--- config.mk ---
export PLATFORM = sky130hd
export DESIGN_NAME = life_stepper_flat
export DESIGN_NICKNAME = d
export VERILOG_FILES = /design/src/rtl/life_pkg.sv /design/src/rtl/life_stepper_if.sv /design/src/rtl/life_next.sv /design/src/rtl/life_stepper.sv /design/src/flat_wrapper.sv
export SDC_FILE = /design/constraint.sdc
export NUM_CORES = 1
export LEC_CHECK = 0
export BUFFER_PORTS_ARGS = -buffer_cell sky130_fd_sc_hd__buf_2
export CORE_AREA = 2 2 159 161
export CTS_CLUSTER_DIAMETER = 80
export DETAILED_ROUTE_END_ITERATION = 6
export DIE_AREA = 0 0 161 163
export PLACE_DENSITY = 0.87
export SLEW_MARGIN = 20
export SYNTH_ARGS = -nofsm -noshare
export SYNTH_HDL_FRONTEND = slang
export SYNTH_SLANG_ARGS = --single-unit
--- constraint.sdc ---
create_clock -name clk -period 5.68 [get_ports clk]
set_clock_uncertainty 0.1 [all_clocks]
set_input_delay 1.42 -clock clk [delete_from_list [all_inputs] [get_ports clk]]
set_output_delay 1.42 -clock clk [all_outputs]
set_load 0.02 [all_outputs]
--- src/rtl/life_pkg.sv ---
// Shared types and helpers for the 8x8 Game-of-Life stepper.
// Holds the FSM state enum, board geometry and the cell-index helper.
package life_pkg;

  localparam int GRID_N    = 8;
  localparam int GRID_BITS = GRID_N * GRID_N;
  localparam int IDX_W     = $clog2(GRID_BITS);

  typedef enum logic [1:0] {
    S_IDLE,
    S_RUN,
    S_HALT
  } statetype;

  // Bit position of a cell: row 0 occupies bits 7:0.
  function automatic logic [IDX_W-1:0] idx(
    input int row,
    input int col
  );
    return IDX_W'(row * GRID_N + col);
  endfunction

endpackage

--- src/rtl/life_stepper_if.sv ---
// Board/control bundle between the panel FSM, stepper and LED driver.
// master: seed/load/run/step out; grid/gen_count/tick/stable/extinct in.
interface life_stepper_if #(
  parameter int CNT_W = 16
);
  import life_pkg::*;

  logic [GRID_BITS-1:0] seed;
  logic                 load;
  logic                 run;
  logic                 step;
  logic [GRID_BITS-1:0] grid;
  logic [CNT_W-1:0]     gen_count;
  logic                 tick;
  logic                 stable;
  logic                 extinct;

  modport master (
    output seed, load, run, step,
    input  grid, gen_count, tick, stable, extinct
  );

  modport slave (
    input  seed, load, run, step,
    output grid, gen_count, tick, stable, extinct
  );

endinterface

--- src/rtl/life_next.sv ---
// Combinational B3/S23 next generation: i_grid -> o_next (64 bits each).
// Border is dead by default; LIFE_WRAP_EN makes the board toroidal.
module life_next
  import life_pkg::*;
(
  input  logic [GRID_BITS-1:0] i_grid,
  output logic [GRID_BITS-1:0] o_next
);

  function automatic logic [3:0] nbrs(
    input logic [GRID_BITS-1:0] g,
    input int                   r,
    input int                   c
  );
    logic [3:0] n;
    int rr;
    int cc;
    n = '0;
    for (int dr = -1; dr <= 1; dr++) begin
      for (int dc = -1; dc <= 1; dc++) begin
        rr = r + dr;
        cc = c + dc;
        if (dr != 0 || dc != 0) begin
`ifdef LIFE_WRAP_EN
          rr = (rr + GRID_N) % GRID_N;
          cc = (cc + GRID_N) % GRID_N;
          n = n + {3'b000, g[idx(rr, cc)]};
`else
          if (rr >= 0 && rr < GRID_N &&
              cc >= 0 && cc < GRID_N)
            n = n + {3'b000, g[idx(rr, cc)]};
`endif
        end
      end
    end
    return n;
  endfunction

  function automatic logic rule(
    input logic [3:0] n,
    input logic       alive
  );
    return (n == 4'd3) || (alive && n == 4'd2);
  endfunction

  always_comb begin
    o_next = '0;
    for (int r = 0; r < GRID_N; r++) begin
      for (int c = 0; c < GRID_N; c++) begin
        o_next[idx(r, c)] =
          rule(nbrs(i_grid, r, c), i_grid[idx(r, c)]);
      end
    end
  end

endmodule

--- src/rtl/life_stepper.sv ---
// Game-of-Life generation engine: holds the grid, paces or single-steps.
// Ports: clk, reset (sync, active-low), bus (slave: seed/load/run/step in;
// grid/gen_count/tick/stable/extinct out). LIFE_WRAP_EN: toroidal board.
module life_stepper
  import life_pkg::*;
#(
  parameter int TICK_DIV = 12_500_000,
  parameter int CNT_W    = 16
)(
  input logic           clk,
  input logic           reset,
  life_stepper_if.slave bus
);

  localparam int DIV_W = $clog2(TICK_DIV);
  localparam logic [DIV_W-1:0] DIV_LAST = DIV_W'(TICK_DIV - 1);

  statetype             r_state, w_state;
  logic [GRID_BITS-1:0] r_grid,  w_grid;
  logic [CNT_W-1:0]     r_cnt,   w_cnt;
  logic [DIV_W-1:0]     r_div,   w_div;
  logic                 r_tick,  w_tick;
  logic                 r_stable, w_stable;
  logic [GRID_BITS-1:0] w_next;
  logic                 w_upd;

  life_next u_next (
    .i_grid (r_grid),
    .o_next (w_next)
  );

  always_ff @(posedge clk) begin
    if (!reset) begin
      r_state  <= S_HALT;
      r_grid   <= '0;
      r_cnt    <= '0;
      r_div    <= '0;
      r_tick   <= 1'b0;
      r_stable <= 1'b0;
    end else begin
      r_state  <= w_state;
      r_grid   <= w_grid;
      r_cnt    <= w_cnt;
      r_div    <= w_div;
      r_tick   <= w_tick;
      r_stable <= w_stable;
    end
  end

  always_comb begin
    w_state  = r_state;
    w_grid   = r_grid;
    w_cnt    = r_cnt;
    w_div    = r_div;
    w_tick   = 1'b0;
    w_stable = r_stable;
    w_upd    = 1'b0;

    if (bus.load) begin
      w_grid   = bus.seed;
      w_cnt    = '0;
      w_div    = '0;
      w_stable = 1'b0;
      w_state  = (bus.seed == '0) ? S_HALT : S_IDLE;
    end else begin
      unique case (r_state)
        S_IDLE: begin
          if (bus.run) begin
            w_state = S_RUN;
            w_div   = '0;
          end else if (bus.step) begin
            w_upd = 1'b1;
          end
        end
        S_RUN: begin
          if (!bus.run) begin
            w_state = S_IDLE;
            w_div   = '0;
          end else if (r_div == DIV_LAST) begin
            w_div = '0;
            w_upd = 1'b1;
          end else begin
            w_div = r_div + 1'b1;
          end
        end
        S_HALT: ;
        default: w_state = S_HALT;
      endcase

      if (w_upd) begin
        w_grid   = w_next;
        w_tick   = 1'b1;
        w_stable = (w_next == r_grid);
        w_cnt    = (r_cnt == '1) ? r_cnt : r_cnt + 1'b1;
        if (w_next == '0)
          w_state = S_HALT;
      end
    end
  end

  assign bus.grid      = r_grid;
  assign bus.gen_count = r_cnt;
  assign bus.tick      = r_tick;
  assign bus.stable    = r_stable;
  assign bus.extinct   = (r_grid == '0);

endmodule

--- src/flat_wrapper.sv ---
// flat-port wrapper written by rule: the top's interface ports become plain ports
module life_stepper_flat import life_pkg::*;
#(
  parameter int TICK_DIV = 12_500_000,
  parameter int CNT_W    = 16
)
  (clk, reset, bus_seed, bus_load, bus_run, bus_step, bus_grid, bus_gen_count, bus_tick, bus_stable, bus_extinct);
  life_stepper_if #(.CNT_W(CNT_W)) bus_i ();
  input logic clk;
  input logic reset;
  input wire logic [$bits(bus_i.seed)-1:0] bus_seed;
  input wire logic [$bits(bus_i.load)-1:0] bus_load;
  input wire logic [$bits(bus_i.run)-1:0] bus_run;
  input wire logic [$bits(bus_i.step)-1:0] bus_step;
  output wire logic [$bits(bus_i.grid)-1:0] bus_grid;
  output wire logic [$bits(bus_i.gen_count)-1:0] bus_gen_count;
  output wire logic [$bits(bus_i.tick)-1:0] bus_tick;
  output wire logic [$bits(bus_i.stable)-1:0] bus_stable;
  output wire logic [$bits(bus_i.extinct)-1:0] bus_extinct;
  assign bus_i.seed = bus_seed;
  assign bus_i.load = bus_load;
  assign bus_i.run = bus_run;
  assign bus_i.step = bus_step;
  assign bus_grid = bus_i.grid;
  assign bus_gen_count = bus_i.gen_count;
  assign bus_tick = bus_i.tick;
  assign bus_stable = bus_i.stable;
  assign bus_extinct = bus_i.extinct;
  life_stepper #(.TICK_DIV(TICK_DIV), .CNT_W(CNT_W)) u_core (.clk(clk), .reset(reset), .bus(bus_i));
endmodule
== Yosys cells after proc, flatten, opt, wreduce, memory -nomap -nowiden ==
Cells that the tools add are included.

* Output and inout port bits: 83
* Bits of input ports: 69
* Logic and storage cells: 650
* Flip-flop bits (word level): 108

* Reductions and logical operators: 137
* Equal/unequal tests: 134
* Muxes and demuxes: 20
* Add/sub/neg operators: 351
* Bitwise logic cells: 2

{| class="wikitable"
|+ Operator list
! cell !! number
|-
| 4-bit by 1-bit adder with 4-bit output || 181
|-
| 4-bit by 2-bit == test with 1-bit output (second input constant) || 122
|-
| 3-bit by 1-bit adder with 4-bit output || 54
|-
| 64-bit logical NOT || 3
|-
| 2-bit by 1-bit adder with 3-bit output || 57
|-
| 64-bit 2-to-1 mux || 2
|-
| 1-bit by 1-bit adder with 2-bit output || 57
|-
| 24-bit 2-to-1 mux || 3
|-
| 64-bit == test || 1
|-
| 1-bit logical AND || 64
|-
| 1-bit logical OR || 64
|-
| 24-bit one-hot mux with 2 select lines || 1
|-
| 24-bit by 1-bit adder with 24-bit output (second input constant) || 1
|-
| 24-bit == test (second input constant) || 1
|-
| 3-bit by 2-bit == test with 1-bit output (second input constant) || 6
|-
| 16-bit by 1-bit adder with 16-bit output (second input constant) || 1
|-
| 16-bit == test (second input constant) || 1
|-
| 2-bit 2-to-1 mux || 6
|-
| 1-bit 2-to-1 mux || 6
|-
| 2-bit one-hot mux with 3 select lines || 1
|-
| 2-bit AND reduction || 2
|-
| 2-bit nonzero test || 2
|-
| 2-bit by 1-bit == test with 1-bit output (second input constant) || 1
|-
| 2-bit == test (second input constant) || 1
|-
| 5 further kinds || 6
|}

== Depth between registers and ports, before layout ==
* Depth in word-level cells: 14
* Mapped depth: 17
* Depth with buffers taken out: 17

== Cells and area by module ==
From an unflattened synthesis, not the netlist that was laid out.

* Cell total of the unflattened synthesis: 1,525
* Area, all modules: 13,802.0 um^2

{| class="wikitable"
|+ By module, submodules not included
! module !! seq. area each (um^2) !! area each (um^2) !! cells an instance !! times used
|-
| life_next || 0.0 || 7,828.8 || 822 || 1
|-
| life_stepper || 2,162.1 || 5,973.2 || 703 || 1
|}

== Least setup slack after synthesis ==
No wires, ideal clock.

* Path kind: reg-to-reg
* Start: register u_core.r_grid[44], in the netlist u_core.bus.grid[44]
* End: register u_core.r_stable, in the netlist u_core.bus.stable
* Period minus slack after synthesis: 5.109 ns
* Data required time: 5.510 ns
* Path slack: 0.571 ns
* Arrival: 4.938 ns
* Stages on the path, launching flop included: 16
* Setup time: 0.070 ns
* Path buffers: 0
* Path through: dfxtp_1 inv_1 fa_1 fa_1 fa_1 inv_1 ha_1 fa_1 inv_1 a222oi_1 nand4_1 or4_4 a2111oi_4 nand4_1 or4_1 a21oi_1

* Longest elaborated chain between the ends: 11
* Elaborated cells between the ends (all ways): 70
* Classes of those cells: add/sub: 35; eq/ne: 17; reduce/logical: 18

{| class="wikitable"
|+ Ends and longest elaborated chain
! item !! RTL line !! text
|-
| start: declaration || life_stepper.sv:19 || <nowiki>logic [GRID_BITS-1:0] r_grid, w_grid;</nowiki>
|-
| start signal: assignment || life_stepper.sv:42 || <nowiki>r_grid <= w_grid;</nowiki>
|-
| 1-bit by 1-bit adder with 2-bit output || life_next.sv:31 || <nowiki>n = n + {3'b000, g[idx(rr, cc)]};</nowiki>
|-
| 2-bit by 1-bit adder with 3-bit output || life_next.sv:31 ||
|-
| 3-bit by 1-bit adder with 4-bit output || life_next.sv:31 ||
|-
| 4-bit by 1-bit adder with 4-bit output (4 in series) || life_next.sv:31 ||
|-
| 4-bit by 2-bit == test with 1-bit output || life_next.sv:43 || <nowiki>return (n == 4'd3) || (alive && n == 4'd2);</nowiki>
|-
| 1-bit logical AND || life_next.sv:43 ||
|-
| 1-bit logical OR || life_next.sv:43 ||
|-
| 64-bit == test * || life_stepper.sv:93 || <nowiki>w_stable = (w_next == r_grid);</nowiki>
|-
| end signal: assignment || life_stepper.sv:46 || <nowiki>r_stable <= w_stable;</nowiki>
|-
| end: declaration || life_stepper.sv:23 || <nowiki>logic r_stable, w_stable;</nowiki>
|}

Mark *: on every way between the ends. The rest lies on a longest branch, timed or not.
A chain may end at the register's enable or synchronous reset.

== Worst setup path after layout ==
* Start: register u_core.r_grid[42], in the netlist u_core.bus.grid[42]
* End: register u_core.r_stable, in the netlist u_core.bus.stable

The elaborated chain is that of the path after synthesis.

==> impl_metrics.tcl <==
set metrics [dict create \
    p_switching_mw 2.141 \
    fin_nets 2381 \
    dpl.hpwl_microns 47170 \
    final_core_util_pct 68.94 \
    clock-sinks 108 \
    comb_power_share_pct 63.3 \
    yosys_warnings 0 \
    grt_pass1_wl_microns 85930 \
    rsz0062_at_grt "false" \
    fill_cells 2066 \
    swShare_pct 50.60 \
    synth_largest_area_cell "fa_1" \
    drt-total-wl_microns 57930 \
    grt_usage_pct 44.33 \
    hold_viol 0 \
    cts_setup_buffers 0 \
    layout_commonest_cell "inv_1" \
    regArea_sq_um 2162 \
    root_buffer "clkbuf_16" \
    crit_buf_inv 3 \
    fin_crit_ns 5.523 \
    place_congestion 1.109 \
    max_stage_delay_ns 0.63 \
    insertion_delay_ns 0.38 \
    slowest_stage "a222oi_1" \
    place_inst 2271 \
    avgSynthCellArea_sq_um 8.589 \
    p_int_mw 2.090 \
    multi_input_area_sq_um 11620 \
    ys_ff_latch 108 \
    areaGrowthSynthToFinish_pct 13.16 \
    relSlewSlack_pct 31.13 \
    fin_area_sq_um 17010 \
    status "complete, but fails checks" \
    synth_area_sq_um 15030 \
    port_buffers 151 \
    synth-main-ff-cell "dfxtp_1" \
    power_density_nw_per_um2 248.7 \
    tritoncts "built" \
    cp_data_required_time_ns 5.89 \
    tns_ns 0 \
    first_pass_iters 7 \
    slew_violations 0 \
    clkTransAtPathRegs_ns 0.10 \
    hold_path_class "reg2reg" \
    h-tree-depth 3 \
    drive_gt1_share_pct 13.75 \
    syn_nets 2179 \
    core_area_sq_um 24670 \
    maxCapViolCount 0 \
    die_h_microns 163 \
    drcViolationCount 12 \
    pwr-share-clk_pct 17.0 \
    cellLeakagePower_nw 8.399 \
    crit_chain "inv_1 -> fa_1 -> fa_1 -> fa_1 -> inv_1 -> ha_1 -> fa_1 -> inv_1 -> a222oi_1 -> nand4_1 -> or4_4 -> a2111oi_4 -> nand4_1 -> or4_1 -> a21oi_1" \
    violations "DRC" \
    overflow 0 \
    dieArea_sq_um 26240 \
    critPathCaptureType "register" \
    grt_pass1_vias 14440 \
    setup_viol 0 \
    initial_utilization_pct 60.92 \
    cts_resized 0 \
    synth.distinct_cells 77 \
    dpl_worst_slack_ns 0.2275 \
    arrival_ns 5.73 \
    row_count 58 \
    routedWlPerCell_microns 25.30 \
    vias 14910 \
    synth-edff-count 0 \
    synthTopCellsByArea "fa_1 (26%), dfxtp_1 (14%), ha_1 (14%), inv_1 (7.2%), a21oi_1 (4.1%)" \
    pin_count 152 \
    dieWidth_microns 161 \
    worstMarginPinSlew_ns 1.024 \
    antenna_found_initial 3 \
    total_power_mw 4.231 \
    grt_max_degree 65 \
    synth_top_area_share_pct 26.11 \
    worstPathMaxFanout 7 \
    postCtsHoldBufs 0 \
    clockBufferDepth 2 \
    syn_inst 1750 \
    cp_top_family "adder cells" \
    clock.fmax_mhz 181.0 \
    placed_area_sq_um 16690 \
    power_frac_seq_pct 19.7 \
    ys_async_sr_fraction_pct 0 \
    ant_nets 0 \
    peakVddDrop_v 0.0001412 \
    timing.final.crit_share_pct 97.24 \
    viasPerCell 6.510 \
    layout_common_cells "inv_1 (287), fa_1 (196), ha_1 (164)" \
    layout.cells.non_filler 2290 \
    cts_buffers 9 \
    first_iter_violations 1765 \
    whs_ns 0.3924 \
    yosysSeqAreaShare_pct 14.38 \
    crit_path_frequent_cell "fa_1" \
    startpoint_type "register" \
    worst_slack_ns 0.1565 \
    worstSetupPathType "reg2reg" \
]
## worst register-to-register path: cells and delay by family (launching register included)
kind	cells	cell delay, ns
buffers and inverters	3	0.23
AO/OA/AOI/OAI	3	1.07
AND/OR/NAND/NOR	4	1.35
adder cells (fa/ha/maj)	5	2.22
flip-flops	1	0.47
## cell families (layout without fill, tap and decap cells)
family                   after synthesis  count (layout)  share of synthesized area [%]
buffers and inverters                334             541                          8.366
XOR/XNOR                              15              15                         0.8741
multiplexers                           5               5                         0.3746
other                                  0               3                              0
AO/OA/AOI/OAI                        386             386                          17.26
flip-flops                           108             108                          14.38
adder cells (fa/ha/maj)              360             360                          39.76
AND/OR/NAND/NOR                      542             542                          18.99
## flip-flops by register name (all words and copies together), names as in the netlist
name,flops
u_core.bus.grid,64
u_core.r_div,24
u_core.bus.gen_count,16
u_core.r_state,2
u_core.bus.stable,1
u_core.bus.tick,1
## layout make-up
cell class                      count  share of cell area, %
Antenna cell                        3                0.04414
Multi-Input combinational cell   1308                  68.34
Tap cell                          330                  2.428
Sequential cell                   108                  12.71
Timing Repair Buffer              236                  8.268
Clock inverter                      7                 0.5076
Clock buffer                        9                  1.324
Inverter                          289                  6.378
## power groups by stage
stage	logic [mW]	clock network, mW	registers (mW)
after floorplan	1.60	0	0.899
after global placement	2.49	0	0.848
after detailed placement	2.56	0	0.850
after CTS	2.59	0.713	0.832
after global routing	2.90	0.737	0.837
final	2.68	0.720	0.835
## worst paths after layout
path | startpoint | endpoint | slack, ns | depth (start not counted)
max | u_core.bus.grid[42]$_SDFFE_PN0P_ | u_core.bus.stable$_SDFFE_PP0P_ | 0.16 | 15
min | u_core.r_div[23]$_SDFFE_PP0P_ | u_core.r_div[23]$_SDFFE_PP0P_ | 0.39 | 2
max reg2reg | u_core.bus.grid[42]$_SDFFE_PN0P_ | u_core.bus.stable$_SDFFE_PP0P_ | 0.16 | 15
min reg2reg | u_core.r_div[23]$_SDFFE_PP0P_ | u_core.r_div[23]$_SDFFE_PP0P_ | 0.39 | 2
## cell usage after synthesis, types with 6 or more instances
| cell | instances |
|---|---|
| xor2_1 | 7 |
| nand3_1 | 32 |
| nand4_1 | 36 |
| nand2b_1 | 32 |
| a22oi_1 | 13 |
| or4_1 | 6 |
| o211a_1 | 32 |
| nor2_1 | 136 |
| nor3b_1 | 14 |
| o21ai_0 | 60 |
| dfxtp_1 | 108 |
| a2111oi_0 | 7 |
| nand3b_1 | 9 |
| nor3_1 | 28 |
| nand2_1 | 105 |
| and4_1 | 7 |
| clkbuf_1 | 42 |
| nor4bb_1 | 6 |
| and3_1 | 23 |
| a211oi_1 | 45 |
| a31oi_1 | 7 |
| fa_1 | 196 |
| a311oi_1 | 7 |
| inv_1 | 288 |
| o22ai_1 | 12 |
| or3_1 | 6 |
| nor4_1 | 36 |
| xnor2_1 | 8 |
| a21oi_1 | 124 |
| o211ai_1 | 32 |
| nor2b_1 | 40 |
| ha_1 | 164 |
## layer usage
| metal | up-vias | global-route usage [%] | part of all wire [%] |
|---|---|---|---|
| met5 | - | 0 | 0.21 |
| met4 | 4 | 28.00 | 7.7 |
| met3 | 248 | 11.84 | 12 |
| met2 | 1008 | 68.85 | 44 |
| met1 | 7178 | 55.11 | 36 |
| li1 | 6469 | - | - |
Note: power is estimated with default switching activity, not from simulation.
